--- config.mk ---
export PLATFORM = sky130hd
export DESIGN_NAME = decode_sequencer
export DESIGN_NICKNAME = d
export VERILOG_FILES = /design/src/rtl/decode_sequencer.sv
export SDC_FILE = /design/constraint.sdc
export NUM_CORES = 1
export LEC_CHECK = 0
export CAP_MARGIN = 20
export CORE_MARGIN = 2
export CORE_UTILIZATION = 28
export CTS_BUF_LIST = sky130_fd_sc_hd__clkbuf_2 sky130_fd_sc_hd__clkbuf_4 sky130_fd_sc_hd__clkbuf_8
export DETAILED_ROUTE_END_ITERATION = 10
export SYNTH_ARGS = -nofsm -noshare
export SYNTH_HDL_FRONTEND = slang
export SYNTH_SLANG_ARGS = --single-unit
--- constraint.sdc ---
create_clock -name clk -period 5.6 [get_ports clk]
set_clock_uncertainty 0.05 [all_clocks]
set_input_delay 0.84 -clock clk [delete_from_list [all_inputs] [get_ports clk]]
set_output_delay 0.84 -clock clk [all_outputs]
set_load 0.01 [all_outputs]
--- src/rtl/decode_sequencer.sv ---
// Purpose : fetch queue feeding the decoder; holds back serializing ops until
//           the ROB drains, issues them alone, then waits for their retirement.
// Latency : a pushed entry reaches dec_insn/dec_pc one cycle later (no bypass).
// Backpressure: fetch_ready drops when the queue is full or during flush/reset;
//           uop_valid is held until uop_ready, and the head is kept until popped.
// Ports   : clk, reset (sync, active-high); flush; fetch_valid/fetch_insn/
//           fetch_pc/fetch_ready (push side); dec_insn/dec_pc out to the
//           decoder, dec_serializing/dec_must_restart back from it;
//           uop_valid/uop_ready (issue side); rob_empty; ser_retired;
//           ser_stall_cycles (perf counter).
// Config  : DECODE_SEQ_PERF_EN enables the ser_stall_cycles counter; without
//           it the output is tied to zero.
module decode_sequencer #(
  parameter int QDEPTH  = 4,
  parameter int M_WIDTH = 64
) (
  input  logic               clk,
  input  logic               reset,
  input  logic               flush,
  input  logic               fetch_valid,
  input  logic [31:0]        fetch_insn,
  input  logic [M_WIDTH-1:0] fetch_pc,
  output logic               fetch_ready,
  output logic [31:0]        dec_insn,
  output logic [M_WIDTH-1:0] dec_pc,
  input  logic               dec_serializing,
  input  logic               dec_must_restart,
  output logic               uop_valid,
  input  logic               uop_ready,
  input  logic               rob_empty,
  input  logic               ser_retired,
  output logic [31:0]        ser_stall_cycles
);

  localparam int PTR_W = $clog2(QDEPTH);
  localparam int CNT_W = PTR_W + 1;
  localparam logic [CNT_W-1:0] FULL_CNT = CNT_W'(QDEPTH);

  typedef enum logic [2:0] {
    ST_RUN       = 3'd0,
    ST_DRAIN     = 3'd1,
    ST_ISSUE_SER = 3'd2,
    ST_WAIT_SER  = 3'd3,
    ST_HALT      = 3'd4
  } state_t;

  state_t             state_q, state_d;
  logic [PTR_W-1:0]   head_q, head_d;
  logic [PTR_W-1:0]   tail_q, tail_d;
  logic [CNT_W-1:0]   count_q, count_d;

  // Payload storage is deliberately not reset; count gates what is visible.
  logic [31:0]        insn_mem [QDEPTH];
  logic [M_WIDTH-1:0] pc_mem   [QDEPTH];

  logic q_empty;
  logic push;
  logic pop;

  assign q_empty     = (count_q == '0);
  assign fetch_ready = (count_q != FULL_CNT) && !flush && !reset;
  assign push        = fetch_valid && fetch_ready;
  assign pop         = uop_valid && uop_ready;

  assign dec_insn = q_empty ? '0 : insn_mem[head_q];
  assign dec_pc   = q_empty ? '0 : pc_mem[head_q];

  // Sequencer: a serializing head waits for an empty ROB, issues alone,
  // then blocks further issue until it retires (or until flush if it
  // demands a restart).
  always_comb begin
    state_d   = state_q;
    uop_valid = 1'b0;
    case (state_q)
      ST_RUN: begin
        if (!q_empty) begin
          if (dec_serializing) state_d = ST_DRAIN;
          else                 uop_valid = 1'b1;
        end
      end
      ST_DRAIN: begin
        if (rob_empty) state_d = ST_ISSUE_SER;
      end
      ST_ISSUE_SER: begin
        uop_valid = !q_empty;
        if (!q_empty && uop_ready)
          state_d = dec_must_restart ? ST_HALT : ST_WAIT_SER;
      end
      ST_WAIT_SER: begin
        if (ser_retired) state_d = ST_RUN;
      end
      ST_HALT: begin
        state_d = ST_HALT;
      end
      default: state_d = ST_RUN;
    endcase
    // Flush (and reset) pre-empt every handshake in the same cycle.
    if (flush || reset) begin
      uop_valid = 1'b0;
      state_d   = ST_RUN;
    end
  end

  always_comb begin
    head_d  = head_q;
    tail_d  = tail_q;
    count_d = count_q;
    if (flush) begin
      head_d  = '0;
      tail_d  = '0;
      count_d = '0;
    end else begin
      if (pop)  head_d = head_q + 1'b1;
      if (push) tail_d = tail_q + 1'b1;
      if (push && !pop)      count_d = count_q + 1'b1;
      else if (pop && !push) count_d = count_q - 1'b1;
    end
  end

  always_ff @(posedge clk) begin
    if (reset) begin
      state_q <= ST_RUN;
      head_q  <= '0;
      tail_q  <= '0;
      count_q <= '0;
    end else begin
      state_q <= state_d;
      head_q  <= head_d;
      tail_q  <= tail_d;
      count_q <= count_d;
    end
  end

  always_ff @(posedge clk) begin
    if (push) begin
      insn_mem[tail_q] <= fetch_insn;
      pc_mem[tail_q]   <= fetch_pc;
    end
  end

`ifdef DECODE_SEQ_PERF_EN
  logic [31:0] stall_q, stall_d;

  // Counts cycles lost waiting on the ROB or on retirement; saturates.
  always_comb begin
    stall_d = stall_q;
    if ((state_q == ST_DRAIN || state_q == ST_WAIT_SER) && stall_q != 32'hFFFF_FFFF)
      stall_d = stall_q + 32'd1;
  end

  always_ff @(posedge clk) begin
    if (reset) stall_q <= '0;
    else       stall_q <= stall_d;
  end

  assign ser_stall_cycles = stall_q;
`else
  assign ser_stall_cycles = 32'd0;
`endif

endmodule

Yosys cells after proc, flatten, opt, wreduce, memory -nomap -nowiden
Memory sizes are Yosys's and may differ from the RTL's. A register that Yosys moved wholly into a read port is not among the register bits.
Cells that the tools add are included.
Widths: inputs -> output; s select.
{"block": "word_totals", "ff_bits": 10, "mem_bits_rw": 384, "input_bits": 105, "out_inout_bits": 130, "wordCells": 60, "n_memories": 2}
{"block": "classes", "addsub": 4, "eq_ne": 10, "muxes": 21, "n_reduce_logical": 19}
{"memory": "pc_mem", "words": 4, "word_bits": 64, "rd": 1, "rd_clocked_by_memory_dff": 1, "write_ports": 1, "line_no": "54", "source": "logic [M_WIDTH-1:0] pc_mem [QDEPTH];"}
{"memory": "insn_mem", "words": 4, "word_bits": 32, "rd": 1, "rd_clocked_by_memory_dff": 1, "write_ports": 1, "line_no": "53", "source": "logic [31:0] insn_mem [QDEPTH];"}
{"operator": "$mux 64", "n": 1}
{"operator": "$mux 32", "n": 1}
{"operator": "$mux 3", "n": 8}
{"operator": "$pmux 3 s5", "n": 1}
{"operator": "$ne 2x2->1 const B", "n": 5}
{"operator": "$mux 2", "n": 4}
{"operator": "$logic_and 1x1->1", "n": 7}
{"operator": "$eq 3x2->1 const B", "n": 2}
{"operator": "$logic_not 3->1", "n": 2}
{"operator": "$logic_not 1->1", "n": 5}
{"operator": "$mux 1", "n": 5}
{"operator": "$reduce_and 5->1", "n": 1}
{"operator": "$add 2x1->2 const B", "n": 2}
{"operator": "$reduce_or 2->1", "n": 2}
{"operator": "$add 3x1->3 const B", "n": 1}
{"operator": "$eq 3x1->1 const B", "n": 1}
{"operator": "$eq 3x3->1 const B", "n": 1}
{"operator": "$ne 3x3->1 const B", "n": 1}
{"operator": "$sub 3x1->3 const B", "n": 1}
{"operator": "$pmux 1 s2", "n": 1}
{"operator": "$reduce_bool 2->1", "n": 1}
{"operator": "$logic_or 1x1->1", "n": 1}

Longest topological paths before layout
{"block": "logic_depth", "depth_word": 8, "depth_mapped": 10, "mapped_depth_nobuf": 8}

Worst setup path after synthesis
Ideal clock, no wire load.
{"block": "synth_timing", "kind": "in2reg", "startpoint": "input flush", "endpoint": "memory insn_mem[0][0] (enable)", "arrival_time_ps": 3737, "path_slack_ps": 1348, "stages": 4, "n_path_buf": 1, "path_cell_list": "nor2_1 and3_1 clkbuf_1 and2_1"}
{"block": "synth_between", "elab_chain_cells": 6}
{"item": "start: declaration", "line_no": "19", "source": "input logic flush,"}
{"item": "$logic_not 1->1", "line_no": "61", "source": "assign fetch_ready = (count_q != FULL_CNT) && !flush && !reset;"}
{"item": "$logic_and 1x1->1 (2 in a row)", "line_no": "61"}
{"item": "$logic_and 1x1->1", "line_no": "62", "source": "assign push = fetch_valid && fetch_ready;"}
{"item": "named net push", "line_no": "57", "source": "logic push;"}
{"item": "$mux 1", "line_no": "135", "source": "if (push) begin"}
{"item": "$mux 1 (not written as such)", "line_no": "136", "source": "insn_mem[tail_q] <= fetch_insn;"}
{"item": "end: declaration", "line_no": "53"}
The timed path passes the listed nets, and every way through them passes these cells.

==> key figures <==
Die
  – DIE HEIGHT: 239 µm
  – IO Pins: 235
  – Die width: 239 µm
  – Die area: 57,000 µm²
  – Placeable Area: 54,800 µm²
  – Row cnt: 86
  – Initial core utilization: 28.2%

Route
  – Residual DRC: 0
  – WL final: 32.7 mm
  – Routed len/inst: 19.0 µm
  – Detailed Route Iter0 Violations: 410
  – Drt via density: 4.36
  – DRT antenna net count: 0
  – First-pass DRT Iterations: 4
  – Vias: 7,516

Setup path
  – Crit Path Class: register to output port
  – Critical path required time: 4.71 ns
  – WP data arrival: 3.24 ns
  – CP startpoint kind: register
  – Crit Path Max Fanout: 72
  – Element type at the critical path end: output port

Outcome
  – Status: completed

Finish
  – Design Area, Final: 19,400 µm²
  – Post-layout util: 35.5%
  – Footprint of the multi-input gates: 3330 µm²
  – Fillers: 5,117
  – # diodes: 0
  – Fraction of layout cells with a size suffix above 1: 21.3%
  – FF+latch area: 11,800 µm²
  – Nets: 1,082
  – Area Overhead vs Synth: 26.0%

Clock tree
  – CTS sink count: 396
  – Cells resized by post-CTS repair: 0
  – CTS tree: done
  – Root buf cell: clkbuf_8
  – Hold Buf Count CTS: 0
  – Inserted Clock Buffers: 69
  – CTS max path bufs: 3
  – Post-CTS Setup Bufs: 0
  – Clk_lat worst skew: 0.62 ns
  – CTS clk-pin slew, worst paths: 0.06 ns
  – H-Tree Depth: 3

GRT
  – Vias in the first global route: 8,072
  – Total gr overflow: 0
  – First-pass GRT wire length: 48.8 mm
  – Largest net degree at the start of global routing: 73
  – Initial antenna violation count: 5
  – Total track usage: 11.7%

Synthesis
  – Asr flop ratio synth: 0%
  – Yosys cell types: 38
  – Dominant cell type by area after synthesis: edfxtp_1
  – #FFs+latches synth: 396
  – EDFF count, synth: 384
  – Top-area cell type share of the netlist area: 74.7%
  – Register area share after synthesis: 76.3%
  – Dominant cells by area after synthesis: edfxtp_1 75%, mux4_2 14%, and2_1 4.1%, dfxtp_1 1.6%, buf_4 1.6%
  – Netlist Area Pre-Place: 15,400 µm²
  – Syn_area_per_cell: 21.4 µm²
  – Synth Warn #: 0
  – Cells after Synth: 722
  – Ys flop type: edfxtp_1

Hold path
  – Hold Crit Class: register to register

Timing
  – Max Clock Freq: 242 MHz
  – Slew @ Worst Pin: 0.971 ns
  – Fin Setup TNS: 0 ns
  – Setup-failing EPs final: 0
  – Final min period: 4.13 ns
  – RSZ-0062 raised after global routing: no
  – Slew HR: 35.3%
  – Max Slew Vio Count: 0
  – Final worst path period share: 73.8%
  – Final count of hold timing violations: 0

Placed design
  – Placed inst area: 18,200 µm²
  – Final Wtd Congestion: 0.706
  – Port Buffers: 202
  – DP Wirelength: 18.9 mm

Power and ir drop
  – Pwr/cell area: 310 nW/µm²
  – Worst vdd ir: 0.199 mV
  – LEAKAGE: 0.00609 µW
  – Design Power: 6030 µW

Flow run
  – Max-Cap Viols: 0
logic make-up (layout without fill, tap and decap cells):
group	after synthesis	after routing	share of synthesized area, %
adders and majority gates	6	6	0.535
DFF	396	396	76.3
other	1	32	0.0243
and+or+nand+nor	131	131	5.20
muxes	101	101	14.3
buffers and inverters	73	338	3.01
AOI/OAI and AO/OA	12	12	0.527
xor gates and xnor gates	2	2	0.114
report_power, final:
group / switching [µW] / total, µW / internal, µW
combinational: 137 / 291 / 154
clock: 1130 / 2440 / 1320
sequential: 8.98 / 3290 / 3280
total: 1270 / 6030 / 4750
layer usage:
metal | track usage (%) | part of all wire, % | wire length (µm)
met2 | 19.0 | 49 | 16100
met1 | 13.9 | 41 | 13400
met5 | 0 | 0.19 | 63
met4 | 4.79 | 2.2 | 712
met3 | 4.28 | 7.3 | 2390
placed cells by master, fill, tap and decap left out, types with 10 or more instances in the layout:
cell type and instances:
mux4_2 96, and2_1 97, clkbuf_4 14, clkinv_1 17, clkbuf_8 71, dfxtp_1 10, clkdlybuf4s50_1 202, conb_1 32
edfxtp_1 384, clkinv_2 11
path summary, 6_finish.rpt:
check | from | end | slack, ns | depth (start not counted)
hold / removal | head_q[1]$_SDFFE_PP0P_ | register | 0.43 | 2
hold reg to reg | head_q[1]$_SDFFE_PP0P_ | register | 0.43 | 2
setup reg to reg | count_q[0]$_SDFFE_PP0P_ | count_q[2]$_SDFFE_PP0P_ | 2.58 | 9
setup / recovery | register | dec_insn[9] | 1.47 | 4
registers in the layout (all words and copies together), names as in the netlist, named ones only:
name	flops
head_q	2
pc_mem	256
insn_mem	128
tail_q	2
count_q	3
state_q	3
cells in the mapped netlist (2+ instances only):
| cell | number |
|---|---|
| or3_1 | 4 |
| buf_6 | 5 |
| a21oi_1 | 3 |
| o21ai_0 | 3 |
| and2_1 | 101 |
| inv_1 | 5 |
| nor3b_1 | 2 |
| ha_1 | 5 |
| buf_2 | 12 |
| nand4_1 | 2 |
| nor3_1 | 3 |
| xor2_1 | 2 |
| or3b_1 | 2 |
| o211ai_1 | 2 |
| nor2_1 | 3 |
| mux4_2 | 96 |
| clkbuf_1 | 17 |
| nand2_1 | 6 |
| dfxtp_1 | 12 |
| mux2i_1 | 5 |
| buf_4 | 32 |
| edfxtp_1 | 384 |
critical path, cell delays in order, from the launching register on:
cell and delay (ns):
dfxtp_4 0.69, buf_12 0.57, mux4_2 0.57, and2_1 0.21, clkdlybuf4s50_1 0.50
layout make-up:
cell class	instances	area share, %
sequential	396	60.6
clock buffer	85	5.57
multi-input combinational	284	17.1
tap	704	4.53
inverter	5	0.0965
timing repair buffer	215	11.2
clock inverter	33	0.939
through the flow:
step | cells | setup slack, ns | hold slack [ns]
after floorplan | 753 | 1.35 | 0.400
after global placement | 1604 | 1.72 | 0.411
after detailed placement | 1604 | 1.83 | 0.422
after CTS | 1722 | 1.29 | 0.427
after global routing | 1722 | 1.20 | 0.498
final | 1722 | 1.47 | 0.430
(Power assumes the default switching activity.)
